===== src/rtl/mem_port_arbiter_pkg.sv =====
// mem_port_arbiter_pkg
//   Shared types and defaults for the unified-memory port arbiter.
//   - arb_state_t : 3-bit FSM state encoding
//   - XLEN_DEF    : default address/data width
//   - TIMEOUT_DEF : default MemAck wait limit in cycles
package mem_port_arbiter_pkg;

  localparam int XLEN_DEF    = 32;
  localparam int TIMEOUT_DEF = 15;

  typedef enum logic [2:0] {
    ST_IDLE  = 3'd0,
    ST_DATA  = 3'd1,
    ST_INSTR = 3'd2,
    ST_DRESP = 3'd3,
    ST_IRESP = 3'd4
  } arb_state_t;

endpackage


===== src/rtl/mem_port_arbiter.sv =====
// mem_port_arbiter
//   Shares one unified memory port between instruction fetch and the MEM
//   stage. Data accesses win over fetches. Each access runs
//   grant (IDLE) -> access (DATA/INSTR, waits for MemAck) -> response
//   (DRESP/IRESP), so the minimum latency is 3 cycles. An access that sees
//   no MemAck for TIMEOUT cycles is abandoned: BusErr is set (sticky) and
//   the target register is loaded with 0.
//
//   state  | meaning
//   IDLE   | no access in flight, evaluate grant (data first)
//   DATA   | load/store on the memory port, waiting for MemAck
//   INSTR  | instruction fetch on the memory port, waiting for MemAck
//   DRESP  | load/store complete, MEM stage released this cycle
//   IRESP  | fetch complete, IF stage released this cycle
//
// Ports
//   clk, rst                    clock, async active-high reset
//   IReqF, IAdrF                fetch request / address
//   DReqM, DWeM, DAdrM, DWdataM data request / write enable / address / data
//   MemReq, MemWe, MemAdr,
//   MemWdata, MemRdata, MemAck  shared memory port
//   InstrF, RdataM              registered fetch / load results
//   StallIF, StallMEM           pipeline stall outputs
//   BusErr                      sticky access timeout flag
module mem_port_arbiter
  import mem_port_arbiter_pkg::*;
#(
  parameter int XLEN    = XLEN_DEF,
  parameter int TIMEOUT = TIMEOUT_DEF
) (
  input  logic            clk,
  input  logic            rst,
  input  logic            IReqF,
  input  logic [XLEN-1:0] IAdrF,
  input  logic            DReqM,
  input  logic            DWeM,
  input  logic [XLEN-1:0] DAdrM,
  input  logic [XLEN-1:0] DWdataM,
  output logic            MemReq,
  output logic            MemWe,
  output logic [XLEN-1:0] MemAdr,
  output logic [XLEN-1:0] MemWdata,
  input  logic [XLEN-1:0] MemRdata,
  input  logic            MemAck,
  output logic [XLEN-1:0] InstrF,
  output logic [XLEN-1:0] RdataM,
  output logic            StallIF,
  output logic            StallMEM,
  output logic            BusErr
);

  localparam int CW = $clog2(TIMEOUT + 1);

  arb_state_t      state, state_n;
  logic [XLEN-1:0] adr_q, wdata_q;
  logic            we_q;
  logic [CW-1:0]   wait_cnt;
  logic            grant_d, grant_i, in_access, done_ok, done_tmo;

  always_ff @(posedge clk or posedge rst) begin
    if (rst) state <= ST_IDLE;
    else     state <= state_n;
  end

  always_comb begin
    state_n   = state;
    grant_d   = 1'b0;
    grant_i   = 1'b0;
    in_access = 1'b0;
    done_ok   = 1'b0;
    done_tmo  = 1'b0;
    case (state)
      ST_IDLE: begin
        if (DReqM) begin
          grant_d = 1'b1;
          state_n = ST_DATA;
        end else if (IReqF) begin
          grant_i = 1'b1;
          state_n = ST_INSTR;
        end
      end
      ST_DATA, ST_INSTR: begin
        in_access = 1'b1;
        // This cycle is the TIMEOUT-th without an ack when the count is one short.
        if (MemAck)                              done_ok  = 1'b1;
        else if (wait_cnt == CW'(TIMEOUT - 1))   done_tmo = 1'b1;
        if (done_ok || done_tmo)
          state_n = (state == ST_DATA) ? ST_DRESP : ST_IRESP;
      end
      ST_DRESP, ST_IRESP: state_n = ST_IDLE;
      default:            state_n = ST_IDLE;
    endcase
  end

  // Port outputs are gated so they read 0 outside an access and during reset.
  assign MemReq   = in_access;
  assign MemWe    = (state == ST_DATA) && we_q;
  assign MemAdr   = in_access ? adr_q   : '0;
  assign MemWdata = in_access ? wdata_q : '0;

  assign StallMEM = DReqM && (state != ST_DRESP);
  assign StallIF  = StallMEM || (IReqF && (state != ST_IRESP));

  always_ff @(posedge clk or posedge rst) begin
    if (rst) begin
      adr_q    <= '0;
      we_q     <= 1'b0;
      wdata_q  <= '0;
      wait_cnt <= '0;
      InstrF   <= '0;
      RdataM   <= '0;
      BusErr   <= 1'b0;
    end else begin
      if (grant_d) begin
        adr_q   <= DAdrM;
        we_q    <= DWeM;
        wdata_q <= DWdataM;
      end else if (grant_i) begin
        adr_q   <= IAdrF;
        we_q    <= 1'b0;
        wdata_q <= '0;
      end

      if (grant_d || grant_i)       wait_cnt <= '0;
      else if (in_access && !MemAck) wait_cnt <= wait_cnt + 1'b1;

      // Stores have no destination register, so RdataM keeps its value.
      if (state == ST_DATA && !we_q) begin
        if (done_ok)       RdataM <= MemRdata;
        else if (done_tmo) RdataM <= '0;
      end

      if (state == ST_INSTR) begin
        if (done_ok)       InstrF <= MemRdata;
        else if (done_tmo) InstrF <= '0;
      end

      if (done_tmo) BusErr <= 1'b1;
    end
  end

endmodule

===== config.mk =====
export PLATFORM = sky130hd
export DESIGN_NAME = mem_port_arbiter
export DESIGN_NICKNAME = d
export VERILOG_FILES = /design/src/rtl/mem_port_arbiter_pkg.sv /design/src/rtl/mem_port_arbiter.sv
export SDC_FILE = /design/constraint.sdc
export NUM_CORES = 1
export LEC_CHECK = 0
export CAP_MARGIN = 5
export CORE_MARGIN = 2
export CORE_UTILIZATION = 46
export CTS_CLUSTER_DIAMETER = 30
export DETAILED_ROUTE_END_ITERATION = 6
export PLACE_DENSITY = 0.95
export SYNTH_ARGS = -nofsm -noshare
export SYNTH_HDL_FRONTEND = slang
export SYNTH_SLANG_ARGS = --single-unit

===== constraint.sdc =====
create_clock -name clk -period 11.4 [get_ports clk]
set_input_delay 2.28 -clock clk [delete_from_list [all_inputs] [get_ports clk]]
set_output_delay 2.28 -clock clk [all_outputs]
set_load 0.01 [all_outputs]

# After elaboration in Yosys (flattened, before gate mapping)
# Index checks and enable logic that the tools add are counted.
[word_totals]
register_bits = 137
inputBits = 134
[classes]
n_addsub = 1
eq_ne = 7
n_mux = 30
n_reduce_logical = 18
[ops]
columns = ["operator", "count"]
rows = [
  ["2-to-1 mux 32 bit", 8],
  ["2-to-1 mux 1 bit", 15],
  ["2-to-1 mux 3 bit", 4],
  ["2-to-1 mux 4 bit", 2],
  ["inequality test 3 bit, second input constant", 2],
  ["case mux 3 bit (2 select lines)", 1],
  ["AND reduction 2 bit", 3],
  ["nonzero test 2 bit", 3],
  ["logical AND 1 bit", 5],
  ["adder 4 x 1 -> 4 bit, second input constant", 1],
  ["== test 4 bit, second input constant", 1],
  ["== test 3 x 1 -> 1 bit, second input constant", 1],
  ["== test 3 x 2 -> 1 bit, second input constant", 1],
  ["zero test 3 bit", 1],
  ["logical OR 1 bit", 3],
  ["inequality test 3 x 2 -> 1 bit, second input constant", 1],
  ["zero test 1 bit", 2],
  ["inequality test 2 bit, second input constant", 1],
  ["OR reduction 2 bit", 1],
]

# Longest topological paths before layout
[depth]
depth_word = 7
mapped_depth = 6
mapped_depth_nobuf = 5

# Worst setup path before layout
# Ideal clock, no wire load.
[synth_timing]
path_kind = "in2out"
startpoint = "input DReqM"
endpoint = "output StallMEM"
arrival_ps = 3163
setup_slack_ps = 5957
stages = 4
path_cell_list = "clkbuf_1 buf_2 buf_1 and2_1"
[synth_via]
elab_chain_cells = 1
[synth_rtl]
columns = ["item", "line", "rtl"]
rows = [
  ["from (decl)", "mem_port_arbiter.sv:35", "input logic DReqM,"],
  ["logical AND 1 bit", "mem_port_arbiter.sv:101", "assign StallMEM = DReqM && (state != ST_DRESP);"],
  ["to (decl)", "mem_port_arbiter.sv:48", "output logic StallMEM,"],
]
# No other way between the ends.

# Worst setup path in the final report
[layout_timing]
startpoint = "input IReqF"
endpoint = "output StallIF"
[layout_via]
elab_chain_cells = 2
[layout_rtl]
columns = ["item", "line", "rtl"]
rows = [
  ["from (decl)", "mem_port_arbiter.sv:33", "input logic IReqF,"],
  ["logical AND 1 bit", "mem_port_arbiter.sv:102", "assign StallIF = StallMEM || (IReqF && (state != ST_IRESP));"],
  ["logical OR 1 bit", "mem_port_arbiter.sv:102", ""],
  ["to (decl)", "mem_port_arbiter.sv:47", "output logic StallIF,"],
]
# No other way between the ends.

==> out/qor.yml <==
cp_top_family: "buffers and inverters"
setup_violations: 0
coreArea_um2: 12720
clk_pin_slew_ns: 0.06
post-cts-setup-buffers: 0
critPathLaunchType: "primary input"
die_h_um: 118.8
powerDensity_nw_per_um2: 282.5
maxSlewHeadroom_pct: 19.63
ys_ff_latch: 137
syn_to_final_growth_pct: 55.24
drc: 0
ys_types: 38
worstSetupPathType: "in -> out"
ys_async_sr_fraction_pct: 100.0
drv_slew: 0
ys.flop_type: "dfrtp_1"
setup_slack_ns: 4.680
drive_gt1_share_pct: 6.417
path_common_cell: "clkdlybuf4s50_1"
diodes: 0
netlist_area_um2: 6063
drtIter0Drc: 548
finalSetupTns_ns: 0
ys_seq_area_share_pct: 56.54
worstPathRequired_ns: 9.12
initial_core_util_pct: 47.66
synth_cells: 501
crit_buf_inv: 2
grt_pass1_vias: 5578
peakVddDrop_mv: 0.1321
ctsHoldBuffers: 0
worst_ep_arrival_time_ns: 4.44
critPathMaxFanout: 36
antenna_found_initial: 0
cp-end-kind: "primary output"
dp_hpwl_um: 11970
port_buffers: 266
clkLatencyLatePin_ns: 0.41
p_int_mw: 1.744
cts_buffer_depth: 2
synth-edff-count: 0
via_count: 5325
ios: 267
clock_tree.root_cell: "clkbuf_16"
cts_resized: 0
syn_area_per_cell_um2: 12.10
dieArea_um2: 14120
rows: 41
totalWireLength_um: 17910
num-nets-final: 871
max_freq_ghz: 0.1488
outcome: "completed"
p_sw_mw: 0.9149
grt_first_pass_wirelength_um: 28990
drtAntennaViolNets: 0
cts_inserted_buffers: 17
min_from: "adr_q[10]"
final_area_um2: 9413
p_comb_share_pct: 45.6
track_usage_pct: 25.66
rsz0062_at_grt: "false"
hold_path_class: "reg -> reg"
h-tree-depth: 4
hold_viol_final: 0
p_sw_share_pct: 34.40
gp_congestion: 0.7906
slowest_delay_ns: 1.17
grt_overflow: 0
power_leakage_nw: 3.980
p_seq_share_pct: 31.9
drt-pass1-iter-count: 5
fin_util_pct: 73.99
die_x_um: 118.8
post-place-ws_ns: 4.709
synth_nets: 637
fin_crit_ns: 6.720
wl_per_cell_um: 19.47
reg2reg_from: "state[2]"
vias_per_cell: 5.788
cts_sinks: 137
tightestPinTransition_ns: 1.203
cp_slowest_cell: "clkdlybuf4s50_1"
dpl-instance-area_um2: 8745
finClkSkew_ns: 0.01062
tritoncts: "yes"
grt_max_degree: 74
fin_crit_sh_pct: 58.95
maxCapViolCount: 0
path_cells: "clkdlybuf4s50_1 -> a21boi_0 -> o22a_1 -> clkdlybuf4s50_1"
holdWs_ns: 0.4819
cp-startpoint: "IReqF"
pwr-share-clk_pct: 22.5
yosys_warnings: 0
stage by stage:
| stage | instances | power, mW |
|---|---|---|
| after floorplan | 501 | 1.429 |
| after CTS | 919 | 2.664 |
| final | 920 | 2.659 |
| after global placement | 887 | 1.999 |
| after global routing | 920 | 2.795 |
| after detailed placement | 887 | 2.051 |
layout by cell type, fill, tap and decap left out, types with 2 or more instances in the layout:
master             n
clkdlybuf4s50_1  264
dfrtp_1          137
and2_1            66
a32o_1            64
a21oi_1           34
a22o_1            33
and3b_1           31
o2bb2ai_1         31
clkbuf_16         17
nor2_1             6
buf_4              5
inv_1              4
nor3_1             4
inv_6              4
bufinv_16          4
nand2_1            3
nand3_1            3
clkinv_4           3
o31ai_1            2
or4_1              2
ha_1               2
inv_8              2
clkinvlp_4         2
buf_2              2
kinds of logic after synthesis:
logic type | share of synthesized area [%]
buf+inv | 4.334
xor+xnor | 0.1445
simple gates | 14.30
compound gates | 24.10
fa+ha+maj | 0.4126
mux | 0.1651
flops | 56.54
cell usage after synthesis, types with 3 or more instances:
cell | count | area, um2
a22o_1 | 33 | 289.0
buf_2 | 24 | 120.1
nor3_1 | 4 | 20.02
a21oi_1 | 34 | 170.2
inv_1 | 5 | 18.77
and2_1 | 66 | 412.9
and3b_1 | 31 | 271.5
a32o_1 | 64 | 640.6
dfrtp_1 | 137 | 3428
o2bb2ai_1 | 31 | 271.5
clkbuf_1 | 30 | 112.6
nand2_1 | 3 | 11.26
nor2_1 | 7 | 26.28
buf_1 | 3 | 11.26
nand3_1 | 3 | 15.01
area by class of cell:
class	count	area (um2)
flip-flops and latches	137	3428
clock buffers	17	425.4
clock inverters	15	215.2
repair buffers	272	2718
inverters	5	23.77
fillers	835	3309
well taps	172	215.2
multi-input cells	302	2387
layer usage:
metal	track usage, %	wire, um	vias up
met4	7.068	234	0
met5	0	0	-
met3	8.285	1464	21
met2	41.92	8969	260
met1	32.95	7240	2667
li1	-	-	2377
worst paths after layout:
kind | endpoint | slack, ns | depth (start not counted)
setup / recovery | StallIF | 4.68 | 4
hold / removal | adr_q[10] | 0.48 | 1
setup reg to reg | InstrF[9] | 8.54 | 3
hold reg to reg | adr_q[10] | 0.48 | 1
max in group asynchronous | wdata_q[19] | 7.75 | 3
min in group asynchronous | RdataM[14] | 2.30 | 2
power groups by stage:
stage          clock network [mW]  logic (mW)  registers, mW
6_report                    0.599        1.21          0.848
5_1_grt                     0.628        1.30          0.871
4_1_cts                     0.606        1.21          0.847
3_5_place_dp                    0        1.21          0.845
3_3_place_gp                    0        1.17          0.832
2_1_floorplan                   0       0.585          0.845
flip-flops by register name, indices dropped and copies added, names as in the netlist:
register and cells:
InstrF 32, RdataM 32, adr_q 32, wdata_q 32, wait_cnt 4, state 3, BusErr 1, we_q 1
No activity file was read; power rests on OpenSTA's default activity.
